<file path="src/rtl/serial_slave_port.sv">
// Responder end of the serial system bus: deserializes address/mode/write data,
// performs one access on a registered-read slave memory, and serializes read data back.
module serial_slave_port #(
   parameter int ADDR_WIDTH   = 12,
   parameter int DATA_WIDTH   = 8,
   parameter int READ_LATENCY = 1
) (
   input  logic                  clk,
   input  logic                  rst,
   input  logic                  swdata,
   input  logic                  smode,
   input  logic                  mvalid,
   output logic                  srdata,
   output logic                  svalid,
   output logic                  sready,
   output logic [ADDR_WIDTH-1:0] mem_addr,
   output logic [DATA_WIDTH-1:0] mem_wdata,
   output logic                  mem_wen,
   input  logic [DATA_WIDTH-1:0] mem_rdata
);

   // The counter also times RWAIT, so it must be able to reach READ_LATENCY.
   localparam int MAXW0 = (ADDR_WIDTH > DATA_WIDTH) ? ADDR_WIDTH : DATA_WIDTH;
   localparam int MAXW  = (MAXW0 > READ_LATENCY + 1) ? MAXW0 : READ_LATENCY + 1;
   localparam int CW    = $clog2(MAXW) + 1;

   typedef enum logic [2:0] {IDLE, ADDR, WDATA, WRITE, RWAIT, RSEND} state_e;

   state_e                state_q, state_d;
   logic [CW-1:0]         cnt_q, cnt_d;
   logic                  mode_q, mode_d;
   logic [ADDR_WIDTH-1:0] addr_q, addr_d;
   logic [DATA_WIDTH-1:0] wdata_q, wdata_d;
   logic [DATA_WIDTH-1:0] rsh_q, rsh_d;

   always_ff @(posedge clk or posedge rst) begin
      if (rst) begin
         state_q <= IDLE;
         cnt_q   <= '0;
         mode_q  <= 1'b0;
         addr_q  <= '0;
         wdata_q <= '0;
         rsh_q   <= '0;
      end else begin
         state_q <= state_d;
         cnt_q   <= cnt_d;
         mode_q  <= mode_d;
         addr_q  <= addr_d;
         wdata_q <= wdata_d;
         rsh_q   <= rsh_d;
      end
   end

   always_comb begin
      state_d = state_q;
      cnt_d   = cnt_q;
      mode_d  = mode_q;
      addr_d  = addr_q;
      wdata_d = wdata_q;
      rsh_d   = rsh_q;
      case (state_q)
         IDLE: begin
            if (mvalid) begin
               // Shift in at the MSB so bit i lands at position i after the last bit.
               addr_d = addr_q >> 1;
               addr_d[ADDR_WIDTH-1] = swdata;
               mode_d = smode;
               if (ADDR_WIDTH == 1) begin
                  cnt_d   = '0;
                  state_d = smode ? WDATA : RWAIT;
               end else begin
                  cnt_d   = CW'(1);
                  state_d = ADDR;
               end
            end
         end
         ADDR: begin
            if (mvalid) begin
               addr_d = addr_q >> 1;
               addr_d[ADDR_WIDTH-1] = swdata;
               if (cnt_q == CW'(ADDR_WIDTH - 1)) begin
                  cnt_d   = '0;
                  state_d = mode_q ? WDATA : RWAIT;
               end else begin
                  cnt_d = cnt_q + CW'(1);
               end
            end
         end
         WDATA: begin
            if (mvalid) begin
               wdata_d = wdata_q >> 1;
               wdata_d[DATA_WIDTH-1] = swdata;
               if (cnt_q == CW'(DATA_WIDTH - 1)) begin
                  cnt_d   = '0;
                  state_d = WRITE;
               end else begin
                  cnt_d = cnt_q + CW'(1);
               end
            end
         end
         WRITE: begin
            // Strobe cycle, then one settle cycle before sready returns.
            if (cnt_q == '0) begin
               cnt_d = CW'(1);
            end else begin
               cnt_d   = '0;
               state_d = IDLE;
            end
         end
         RWAIT: begin
            if (cnt_q == CW'(READ_LATENCY)) begin
               rsh_d   = mem_rdata;
               cnt_d   = '0;
               state_d = RSEND;
            end else begin
               cnt_d = cnt_q + CW'(1);
            end
         end
         RSEND: begin
            rsh_d = rsh_q >> 1;
            if (cnt_q == CW'(DATA_WIDTH - 1)) begin
               cnt_d   = '0;
               state_d = IDLE;
            end else begin
               cnt_d = cnt_q + CW'(1);
            end
         end
         default: begin
            cnt_d   = '0;
            state_d = IDLE;
         end
      endcase
   end

   assign sready    = (state_q == IDLE);
   assign mem_wen   = (state_q == WRITE) && (cnt_q == '0);
   assign svalid    = (state_q == RSEND);
   assign srdata    = svalid & rsh_q[0];
   assign mem_addr  = addr_q;
   assign mem_wdata = wdata_q;

endmodule
</file>
<file path="config.mk">
export PLATFORM = sky130hd
export DESIGN_NAME = serial_slave_port
export DESIGN_NICKNAME = d
export VERILOG_FILES = /design/src/rtl/serial_slave_port.sv
export SDC_FILE = /design/constraint.sdc
export NUM_CORES = 1
export LEC_CHECK = 0
export ABC_AREA = 0
export CAP_MARGIN = 20
export CORE_MARGIN = 10
export CORE_UTILIZATION = 40
export CTS_CLUSTER_SIZE = 25
export DETAILED_ROUTE_END_ITERATION = 7
export GPL_ROUTABILITY_DRIVEN = 1
export PLACE_DENSITY = 0.71
export SETUP_SLACK_MARGIN = 0.2
export SLEW_MARGIN = 20
export SYNTH_ARGS = -nofsm -noshare
export SYNTH_HDL_FRONTEND = slang
export SYNTH_SLANG_ARGS = --single-unit
</file>
<file path="constraint.sdc">
create_clock -name clk -period 3.8 [get_ports clk]
set_input_delay 0.57 -clock clk [delete_from_list [all_inputs] [get_ports clk]]
set_output_delay 0.57 -clock clk [all_outputs]
set_load 0.01 [all_outputs]
</file>
**Word-level counts from Yosys, hierarchy flattened**

Index checks and enable logic that the tools add are counted.

- Register bits after elaboration: 37
- Bits of input ports: 13
- Logic and storage cells: 55

- Add/subtract/negate cells: 1
- Eq/ne operators: 16
- Muxes and demuxes: 20
- Bitwise logic cells: 1
- Reduce and logical (&&, ||, !) cells: 11

Operators with widths:

| kind | count |
|---|---|
| $mux W5 | 6 |
| $pmux W5 S6 | 1 |
| $mux W3 | 9 |
| $pmux W3 S6 | 1 |
| $pmux W8 S2 | 1 |
| $ne A2 B2 Y1 const B | 7 |
| $mux W8 | 1 |
| $reduce_and A2 Y1 | 4 |
| $reduce_and A8 Y1 | 1 |
| $eq A3 B2 Y1 const B | 2 |
| $eq A3 B3 Y1 const B | 2 |
| $add A5 B1 Y5 const B | 1 |
| $eq A5 B1 Y1 const B | 1 |
| $eq A5 B3 Y1 const B | 1 |
| $eq A5 B4 Y1 const B | 1 |
| $logic_not A5 Y1 | 1 |
| $eq A3 B1 Y1 const B | 1 |
| $logic_not A3 Y1 | 1 |
| $reduce_and A3 Y1 | 1 |
| $ne A2 B1 Y1 const B | 1 |
| $reduce_bool A2 Y1 | 1 |
| $reduce_or A2 Y1 | 1 |
| $and A1 B1 Y1 | 1 |
| $logic_and A1 B1 Y1 | 1 |
| $mux W1 | 1 |

**Depth between registers and ports, before layout**

- Depth in word-level cells: 4
- Gate-level depth with buffers: 7
- Mapped depth without buffers: 6

**Worst setup path after synthesis**

No wires, ideal clock.

- Path type: register to register
- Start point: reg cnt_q[1]
- End point: reg state_q[1]
- Data arrival time: 1.594 ns
- Data required time: 3.679 ns
- Slack: 2.085 ns
- Cell stages (with the launch flop): 7
- Path buffers: 0
- Clock period less this slack: 1.715 ns
- Cell sequence: dfrtp_1 -> inv_1 -> ha_1 -> or4b_4 -> a22oi_4 -> o211ai_1 -> a22o_1

- Longest elaborated chain between the ends: 3
- Elaborated cells between the ends (all ways): 10
- Those cells by class: eq/ne (8); reduce/logical (2)

RTL lines:

| element | RTL line | RTL |
|---|---|---|
| from (decl) | 30 | `logic [CW-1:0] cnt_q, cnt_d;` |
| from (signal assigned) | 46 | `cnt_q <= cnt_d;` |
| $eq A5 B3 Y1 (tied with other cells) | 93, 121 |  |
| $ne A2 B2 Y1 (no source line) or $ne A2 B1 Y1 (tied branches) | - |  |
| $reduce_and A8 Y1 (no source line) * | - |  |
| to (signal assigned) | 45 | `state_q <= state_d;` |
| to (decl) | 29 | `state_e state_q, state_d;` |

Every way passes the cells marked *; elsewhere a longest branch is shown, timed or not.
A chain may end at the register's enable or synchronous reset.

**Worst setup path after layout**

- Start point: reg state_q[1]
- End point: out srdata

- Longest elaborated chain between the ends: 2

RTL lines:

| element | RTL line | RTL |
|---|---|---|
| $eq A3 B3 Y1 | 137 | `assign svalid = (state_q == RSEND);` |
| $and A1 B1 Y1 | 138 | `assign srdata = svalid & rsh_q[0];` |
| to (decl) | 13 | `output logic srdata,` |

Every way passes these cells.

==> impl_metrics.toml <==
[routing]
wire_per_inst_um = 14.6
routed_wl_um = 3670
vias_per_cell = 5.17
final_antenna_net_count = 0
first_iter_violations = 55
route.detailed.drc = 0
drtPass1Iterations = 4
vias = 1302

[clocking]
clkSinkCount = 37
path_clk_slew_ns = 0.07
cts_hold_buf = 0
cts_resized = 0
h-tree-depth = 2
clock_latency_ns = 0.28
root_buffer = "clkbuf_8"
cts_setup_buffers = 0
cts_buffers = 5
cts_tree = "built"
clock_path_buffers = 2

[sta]
fin_worst_skew_ns = 0.00488
hold_viol = 0
fmax_ghz = 0.361
fin_tns_setup_ns = 0
min_period_over_period_pct = 72.8
slew_headroom_pct = 64.2
report.final.setup_viol = 0
setup_ws_ns = 1.03
slew_viol_final = 0
tightest_slew_ns = 0.536
rsz0062_at_grt = "no"
layout_min_cycle_time_ns = 2.77

[worst_setup_path]
critPathLaunch = "state_q[1]$_DFFE_PP0P_"
r2r_start = "state_q[1]$_DFFE_PP0P_"
critPathMaxFanout = 16
crit_required_ns = 3.23
critPathKind = "flop to primary output"
setup.worst_path.start_class = "flop"
cp.arrival_ns = 2.20
cp-end-kind = "primary output"

[global_route]
grt_max_degree = 38
grt_pass1_vias = 1323
grt_pass1_wl_um = 6100
gr-total-overflow = 0
grt_antenna_before_repair = 0
track_usage_pct = 9.93

[synth]
yosys.area_share.simple_pct = 14.8
synthAdderAreaFrac_pct = 2.04
synth_top_cell_area_share_pct = 50.3
ys_ff_latch = 37
synthXorXnorAreaFrac_pct = 0
netlist_instances = 162
synth_top_family_by_area = "multiplexers"
yosysWarnings = 0
yosysTopAreaCell = "dfrtp_1"
yosysSeqAreaShare_pct = 50.3
synth.area.top_cells = "dfrtp_1 (50%), mux2_2 (13%), mux2i_1 (4.4%)"
synth-compound-area-share_pct = 11.7
synth_nets = 178
synth_area_per_cell_sq_um = 11.4
async_flop_share_pct = 100
synth_area_sq_mm = 0.00184
ys_types = 42
synth_edf_count = 0
synth.mux.area_fraction_pct = 17.2
synthFlopType = "dfrtp_1"

[cells_and_area]
multiInputGateArea_sq_um = 841
area_growth_pct = 26.2
register_area_sq_um = 926
diodes = 0
fillers = 383
drive_above_1_share_pct = 17.5
nNetsFinal = 215

[job]
maxCapViolCount = 0

[pwr]
cellPowerDensity_mw_per_mm2 = 749
vdd_drop_max_v = 0.000430
leakagePower_nw = 1.02

[floorplanning]
start_util_pct = 41.7
die-area_sq_mm = 0.00771
row_count = 24
die_h_um = 87.8
core_sq_mm = 0.00441
ios = 37
die-width_um = 87.8

[place]
pre_cts_ws_ns = 1.34
globalplace.congestion = 0.791
io_buffers = 36
dpl.hpwl_um = 2630

[outcome]
status = "finished clean"

[min_path]
hold_class = "flop to flop"
hp-start = "rsh_q[0]$_DFFE_PP0P_"
## registers in the layout, indices dropped and copies added (netlist names)
| register | count |
|---|---|
| cnt_q | 5 |
| mem_addr | 12 |
| mem_wdata | 8 |
| mode_q | 1 |
| rsh_q | 8 |
| state_q | 3 |
## Yosys cell counts (all sizes together) (2+ instances only)
cell,instances
ha,3
a21oi,3
buf,8
nor2,3
a31oi,2
nor2b,3
and2,3
mux2i,8
mux2,21
nor3b,3
nand2,16
a22oi,2
nand4bb,2
nand3,4
o21ai,12
nor3,4
nand2b,3
dfrtp,37
inv,6
## stage by stage
step	total power [mW]	hold WS, ns	cells	area, sq um	util (%)
2_1_floorplan	1.19	0.442	162	1840	-
3_3_place_gp	1.48	0.457	244	2240	50.7
3_5_place_dp	1.49	0.464	244	2240	50.7
4_1_cts	1.77	0.482	252	2320	52.6
5_1_grt	1.88	0.511	252	2320	52.6
6_report	1.74	0.474	252	2320	52.6
## where the power goes
part	internal [mW]	switching (mW)	leakage, nW
sequential	0.550	0.146	0.468
clock	0.130	0.135	0.0385
combinational	0.435	0.343	0.509
total	1.11	0.624	1.02
## area by class of cell
cell class                      count  area share [%]
Sequential cell                    37            39.9
Inverter                            6           0.970
Clock buffer                        7            3.29
Tap cell                           52            2.80
Multi-Input combinational cell    110            36.2
Timing Repair Buffer               39            16.5
Clock inverter                      1           0.323
## cell families after synthesis
family                   Yosys count
AND/OR/NAND/NOR                   48
buffers and inverters             15
adder cells (fa/ha/maj)            3
multiplexers                      29
flip-flops                        37
AO/OA/AOI/OAI                     30
## worst paths after layout
| path | slack, ns | cells past startpoint | endpoint |
|---|---|---|---|
| max | 1.03 | 3 | srdata |
| min | 0.47 | 2 | rsh_q[0]$_DFFE_PP0P_ |
| max reg2reg | 1.84 | 3 | mem_wdata[1]$_DFFE_PP0P_ |
| min reg2reg | 0.47 | 2 | rsh_q[0]$_DFFE_PP0P_ |
| max in group asynchronous | 2.80 | 3 | mem_wdata[1]$_DFFE_PP0P_ |
| min in group asynchronous | 0.69 | 3 | mem_addr[0]$_DFFE_PP0P_ |
## layer usage
| metal | routed length [um] | global-route usage (%) | share of wire, % | vias up |
|---|---|---|---|---|
| li1 | - | - | - | 658 |
| met1 | 1590 | 11.2 | 43 | 605 |
| met2 | 1620 | 14.9 | 44 | 33 |
| met3 | 433 | 6.13 | 12 | 6 |
| met4 | 33 | 3.91 | 0.90 | 0 |
| met5 | 0 | 0 | 0 | - |
## layout by cell type (no fill, tap or decap), types with 2 or more instances in the layout
cell and count:
buf_4 3, nand2b_1 3, mux2_2 21, mux2i_1 8, ha_1 3, clkbuf_8 5
a21oi_1 3, clkdlybuf4s50_1 36, nor3_1 4, nor2b_1 3, o21ai_1 2, nor3b_1 3
o21ai_0 10, dfrtp_1 37, a31oi_1 2, inv_1 6, nor2_1 3, nand2_1 16
clkbuf_1 2, nand3_1 4, and2_1 2, nand4bb_1 2
## worst max-delay path, stage by stage, from the launching register on
cell             delay [ns]
dfrtp_1                0.55
and3b_1                0.63
and2_1                 0.20
clkdlybuf4s50_1        0.53
No activity file was read; power rests on OpenSTA's default activity.
